### config.mk
export PLATFORM = sky130hd
export DESIGN_NAME = draw_cursor
export DESIGN_NICKNAME = d
export VERILOG_FILES = /design/src/rtl/vga_pkg.sv /design/src/rtl/cursor_rom.sv /design/src/rtl/draw_cursor.sv
export SDC_FILE = /design/constraint.sdc
export NUM_CORES = 1
export LEC_CHECK = 0
export ABC_AREA = 1
export BUFFER_PORTS_ARGS = -buffer_cell sky130_fd_sc_hd__buf_2
export CORE_MARGIN = 2
export CORE_UTILIZATION = 50
export DETAILED_ROUTE_END_ITERATION = 6
export PLACE_DENSITY_LB_ADDON = 0.2
export SLEW_MARGIN = 20
export SYNTH_ARGS = -nofsm -noshare
export SYNTH_HDL_FRONTEND = slang
export SYNTH_HIERARCHICAL = 1
export SYNTH_SLANG_ARGS = --single-unit
### constraint.sdc
create_clock -name pclk -period 5.7 [get_ports pclk]
set_input_delay 0.855 -clock pclk [delete_from_list [all_inputs] [get_ports pclk]]
set_output_delay 0.855 -clock pclk [all_outputs]
set_load 0.005 [all_outputs]
### src/rtl/vga_pkg.sv
// Shared VGA constants: 800x600 active area, cursor sprite size, pixel codes, colours.
package vga_pkg;

   localparam int unsigned H_ACTIVE = 800;
   localparam int unsigned V_ACTIVE = 600;

   localparam int unsigned CUR_W = 16;
   localparam int unsigned CUR_H = 16;

   // Sprite pixel codes; 2'b11 is reserved and drawn as transparent.
   localparam logic [1:0] PIX_TRANSP = 2'b00;
   localparam logic [1:0] PIX_EDGE   = 2'b01;
   localparam logic [1:0] PIX_FILL   = 2'b10;

   localparam logic [11:0] COLOR_EDGE  = 12'h000;
   localparam logic [11:0] COLOR_FILL  = 12'hFFF;
   localparam logic [11:0] COLOR_PRESS = 12'hF80;

   // Timing bundle carried alongside every pixel.
   typedef struct packed {
      logic [10:0] hcount;
      logic [10:0] vcount;
      logic        hsync;
      logic        vsync;
      logic        hblnk;
      logic        vblnk;
   } vga_timing_t;

endpackage

### src/rtl/cursor_rom.sv
// 256 x 2-bit synchronous-read ROM holding the 16x16 arrow bitmap, address {row,col}.
module cursor_rom
   import vga_pkg::*;
(
   input  logic       pclk,
   input  logic [7:0] addr,
   output logic [1:0] pix
);

   // Arrow: tip at (0,0), left edge on col 0, diagonal edge on col = row,
   // filled interior, closed by a horizontal edge on row 11.
   function automatic logic [1:0] arrow_pix(input logic [3:0] row, input logic [3:0] col);
      logic [1:0] p;
      p = PIX_TRANSP;
      if (row < 4'd11) begin
         if (col == 4'd0 || col == row) p = PIX_EDGE;
         else if (col < row)            p = PIX_FILL;
      end else if (row == 4'd11) begin
         if (col <= 4'd11)              p = PIX_EDGE;
      end
      return p;
   endfunction

   // Registered read, one cycle latency.
   always_ff @(posedge pclk) begin
      pix <= arrow_pix(addr[7:4], addr[3:0]);
   end

endmodule

### src/rtl/draw_cursor.sv
// Final overlay stage: composites a 16x16 mouse pointer over rgb_in with 2-cycle latency.
module draw_cursor
   import vga_pkg::*;
(
   input  logic        pclk,
   input  logic        rst,
   input  logic [10:0] hcount_in,
   input  logic [10:0] vcount_in,
   input  logic        hsync_in,
   input  logic        vsync_in,
   input  logic        hblnk_in,
   input  logic        vblnk_in,
   input  logic [11:0] rgb_in,
   input  logic [11:0] xpos,
   input  logic [11:0] ypos,
   input  logic        mouse_left,
   input  logic        cursor_en,
   output logic [10:0] hcount_out,
   output logic [10:0] vcount_out,
   output logic        hsync_out,
   output logic        vsync_out,
   output logic        hblnk_out,
   output logic        vblnk_out,
   output logic [11:0] rgb_out
);

   localparam logic [11:0] X_MAX = 12'(H_ACTIVE - 1);
   localparam logic [11:0] Y_MAX = 12'(V_ACTIVE - 1);

   logic        vblnk_d;
   logic        vblnk_rise;
   logic [11:0] x_l;
   logic [11:0] y_l;
   logic        en_l;

   logic [11:0] h_ext;
   logic [11:0] v_ext;
   logic        hit;
   logic [3:0]  col;
   logic [3:0]  row;
   logic [1:0]  pix;

   vga_timing_t t_in;
   vga_timing_t t_s1;
   logic        hit_s1;
   logic        left_s1;
   logic [11:0] rgb_s1;

   assign vblnk_rise = vblnk_in & ~vblnk_d;

   // Position/enable are sampled once per frame so the pointer never tears.
   always_ff @(posedge pclk) begin
      if (rst) begin
         vblnk_d <= 1'b0;
         x_l     <= '0;
         y_l     <= '0;
         en_l    <= 1'b0;
      end else begin
         vblnk_d <= vblnk_in;
         if (vblnk_rise) begin
            x_l  <= (xpos > X_MAX) ? X_MAX : xpos;
            y_l  <= (ypos > Y_MAX) ? Y_MAX : ypos;
            en_l <= cursor_en;
         end
      end
   end

   // 12-bit compare: x_l + CUR_W cannot overflow, so sprites clip at the edge instead of wrapping.
   assign h_ext = {1'b0, hcount_in};
   assign v_ext = {1'b0, vcount_in};
   assign hit   = en_l
                  && (h_ext >= x_l) && (h_ext < x_l + 12'(CUR_W))
                  && (v_ext >= y_l) && (v_ext < y_l + 12'(CUR_H));
   // Low bits of the offset only depend on the low bits of the operands.
   assign col   = h_ext[3:0] - x_l[3:0];
   assign row   = v_ext[3:0] - y_l[3:0];

   assign t_in = '{hcount: hcount_in, vcount: vcount_in, hsync: hsync_in,
                   vsync: vsync_in, hblnk: hblnk_in, vblnk: vblnk_in};

   cursor_rom u_cursor_rom (
      .pclk (pclk),
      .addr ({row, col}),
      .pix  (pix)
   );

   // Stage 1: align hit, button, colour and timing with the ROM read.
   always_ff @(posedge pclk) begin
      if (rst) begin
         t_s1    <= '0;
         hit_s1  <= 1'b0;
         left_s1 <= 1'b0;
         rgb_s1  <= '0;
      end else begin
         t_s1    <= t_in;
         hit_s1  <= hit;
         left_s1 <= mouse_left;
         rgb_s1  <= rgb_in;
      end
   end

   // Stage 2: registered outputs; blanking forces black, otherwise overlay opaque sprite codes.
   always_ff @(posedge pclk) begin
      if (rst) begin
         hcount_out <= '0;
         vcount_out <= '0;
         hsync_out  <= 1'b0;
         vsync_out  <= 1'b0;
         hblnk_out  <= 1'b0;
         vblnk_out  <= 1'b0;
         rgb_out    <= '0;
      end else begin
         hcount_out <= t_s1.hcount;
         vcount_out <= t_s1.vcount;
         hsync_out  <= t_s1.hsync;
         vsync_out  <= t_s1.vsync;
         hblnk_out  <= t_s1.hblnk;
         vblnk_out  <= t_s1.vblnk;
         if (t_s1.hblnk || t_s1.vblnk) begin
            rgb_out <= '0;
         end else if (hit_s1 && pix == PIX_EDGE) begin
            rgb_out <= COLOR_EDGE;
         end else if (hit_s1 && pix == PIX_FILL) begin
            rgb_out <= left_s1 ? COLOR_PRESS : COLOR_FILL;
         end else begin
            rgb_out <= rgb_s1;
         end
      end
   end

endmodule

==> flow_summary.ini <==
[sta]
drv_slew = 0
worst_slew_pin_slew_ns = 0.818
hold_viol = 0
setup_viol = 0
tns_ns = 0
rsz0062_at_grt = false
layout_min_cycle_time_ns = 2.43
slew_headroom_pct = 45.4
skew_ns = 0.00814
fin_crit_sh_pct = 42.6
max_clock_freq_mhz = 412

[critical_path]
critPathMaxStageDelay_ns = 0.36
start_kind = input port
r2r_end = u_cursor_rom/pix[0]
cp-endpoint = u_cursor_rom/pix[0]
cp_max_fo = 5
crit_path_start = vcount_in[2]
r2r_cells = 11
worst-path-stages = 11
cp_num_buf_inv = 2
critPathArrivalTime_ns = 2.74
critPathKind = in -> reg
cp_slowest_cell = ha_1
reg2reg_setup_slack_ns = 3.52
cpLargestDelayFamily = adder cells
worstPathRequired_ns = 6.01
timing.rr.start = y_l[2]
end_kind = flip-flop
cp_cell_sequence = buf_2 > ha_1 > a21oi_1 > nand2_1 > xor2_1 > inv_2 > ha_1 > nand4_1 > nand2_1 > nand2_1 > nand2_1
path_common_cell = nand2_1

[pwr]
finalPower_uw = 1550
peakVddDrop_uv = 119
leakagePower_uw = 0.00305
pwr_density_cell_nw_per_um2 = 279

[drt]
drt_iter0_drc = 127
vias = 3838
drcViolationCount = 0
via_per_inst = 4.63
route.detailed.wl_per_inst_um = 11.5
finalWirelength_um = 9520
drt_pass1_iterations = 5
drtAntennaViolNets = 0

[clock_tree]
clk_pin_slew_ns = 0.10
cts-hold-fix-buffers = 0
clkSinkCount = 105
cts_buffer_depth = 2
h-tree-depth = 3
post_cts.repair.setup_buffers = 0
cts_tree = done
cts_root_buf = clkbuf_8
cts-buffers-inserted = 9
cts-resized-gates = 0
insertion_delay_ns = 0.36

[floorplan]
coreArea_um2 = 9200
die_y_um = 101
die_x_um = 101
boundaryPins = 104
die_area_um2 = 10300
rows = 35
initial_utilization_pct = 51.5

[final_layout]
area_delta_synth_final_pct = 17.3
antennaDiodeCount = 0
final_area_um2 = 5550
fin_cells = 829
final_nets = 823
drive_above_1_share_pct = 18.4

[min_path]
holdCritPathClass = reg -> reg

[global_routing]
grt.overflow.total = 0
grt_pass1_vias = 3553
grt_util_all_layers_pct = 19.4
grt_pass1_wl_um = 15800
antenna_found_initial = 0
grt_max_degree = 83

[logic_synthesis]
syn_nets = 723
synth_cell_types = 33
yosysTopAreaCell = dfxtp_1
seq_area_frac_synth_pct = 44.4
netlist.area_leader.share_pct = 44.4
async_reset_ff_share_pct = 0
ys_warn_count = 6
synth_area_um2 = 4730
avgSynthCellArea_um2 = 7.72
synth-edff-count = 0
netlist_instances = 613
yosys_register_bits = 105
netlist_top_cells_area = dfxtp_1 44%, ha_1 11%, inv_1 11%, nor2_1 7.9%, nand2_1 6.3%
synth_ff_type = dfxtp_1

[place]
gp_congestion = 0.873
dpl.cell_count = 813
placed_area_um2 = 5330
port_buffers = 103
dpl.hpwl_um = 7360

[job]
maxCapViolCount = 0

[outcome]
status = finished, final reports clean
-- stage by stage --
stage | worst slack (ns) | hold slack [ns] | util (%)
5_1_grt | 3.13 | 0.427 | 60.4
4_1_cts | 3.30 | 0.406 | 60.4
6_report | 3.27 | 0.403 | 60.4
2_1_floorplan | 3.26 | 0.388 | -
3_3_place_gp | 3.05 | 0.390 | 58.0
3_5_place_dp | 2.94 | 0.392 | 58.0
-- logic make-up after synthesis --
kind of cell | count (synthesis) | synth area share, %
xor+xnor | 15 | 2.77
buf+inv | 158 | 12.7
compound gates | 60 | 7.66
simple gates | 231 | 20.5
flops | 105 | 44.4
fa+ha+maj | 44 | 11.9
-- state kept, by name, summed over array words and instances, names as in the netlist --
| signal | flops |
|---|---|
| hit_s1 | 1 |
| vblnk_out | 1 |
| x_l | 12 |
| rgb_s1 | 12 |
| hsync_out | 1 |
| t_s1 | 26 |
| en_l | 1 |
| vsync_out | 1 |
| rgb_out | 12 |
| y_l | 12 |
| hcount_out | 11 |
| u_cursor_rom/pix | 2 |
| hblnk_out | 1 |
| left_s1 | 1 |
| vcount_out | 11 |
-- cell usage after synthesis, types with 2 or more instances --
library cell / count
a21o_1: 4
a21oi_1: 27
a221oi_1: 2
clkbuf_1: 13
dfxtp_1: 105
fa_1: 2
ha_1: 42
inv_1: 140
inv_2: 3
nand2_1: 80
nand2_2: 2
nand3_1: 25
nand3b_1: 3
nand4_1: 5
nor2_1: 100
nor2_2: 2
nor3_1: 8
nor3_2: 2
o21ai_0: 13
o31ai_1: 9
xnor2_1: 2
xor2_1: 13
-- cells in the final DEF, fill, tap and decap left out, types with 3 or more instances in the layout --
cell      Yosys  final
dfxtp_1     105    105
xor2_1       13     13
a21oi_1      27     27
inv_8         0      3
nand3b_1      3      3
nor2_1      100    100
nand4_1       5      5
nand2_1      80     80
o21ai_0      13     13
inv_2         3      3
buf_2         0    103
inv_1       140    140
nor3_1        8      8
ha_1         42     42
o31ai_1       9      9
nand3_1      25     25
a21o_1        4      4
clkbuf_8      0      9
-- layer usage --
metal / global-route usage [%] / share of wire [%]
met1: 25.0 / 47
met2: 32.8 / 47
met3: 3.38 / 4.6
met4: 7.28 / 1.4
met5: 0 / 0
-- worst min-delay path: stages, from the launching register on --
cell     delay, ns
dfxtp_1       0.31
inv_1         0.04
nor2_1        0.03
-- report_power, final --
| part | switching, uW | internal (uW) |
|---|---|---|
| clock network | 274 | 217 |
| registers | 20.3 | 775 |
| logic | 157 | 108 |
| total | 451 | 1100 |
-- area by class of cell --
class	count	area, um^2
Multi-Input combinational cell	350	2030
Inverter	143	537
Clock inverter	7	96.3
Timing Repair Buffer	104	523
Fill cell	856	3640
Sequential cell	105	2100
Tap cell	111	139
Clock buffer	9	124
-- worst min path at each step --
stage	from	endpoint	slack [ns]	cells after the start
detailed placement	t_s1[4]	vcount_out[0]	0.39	2
finish	t_s1[7]	vcount_out[3]	0.40	2
global placement	t_s1[20]	hcount_out[5]	0.39	2
global route	t_s1[22]	hcount_out[7]	0.43	2
floorplan	t_s1[15]	hcount_out[0]	0.39	2
CTS	t_s1[7]	vcount_out[3]	0.41	2
Note: power is estimated with default switching activity, not from simulation.
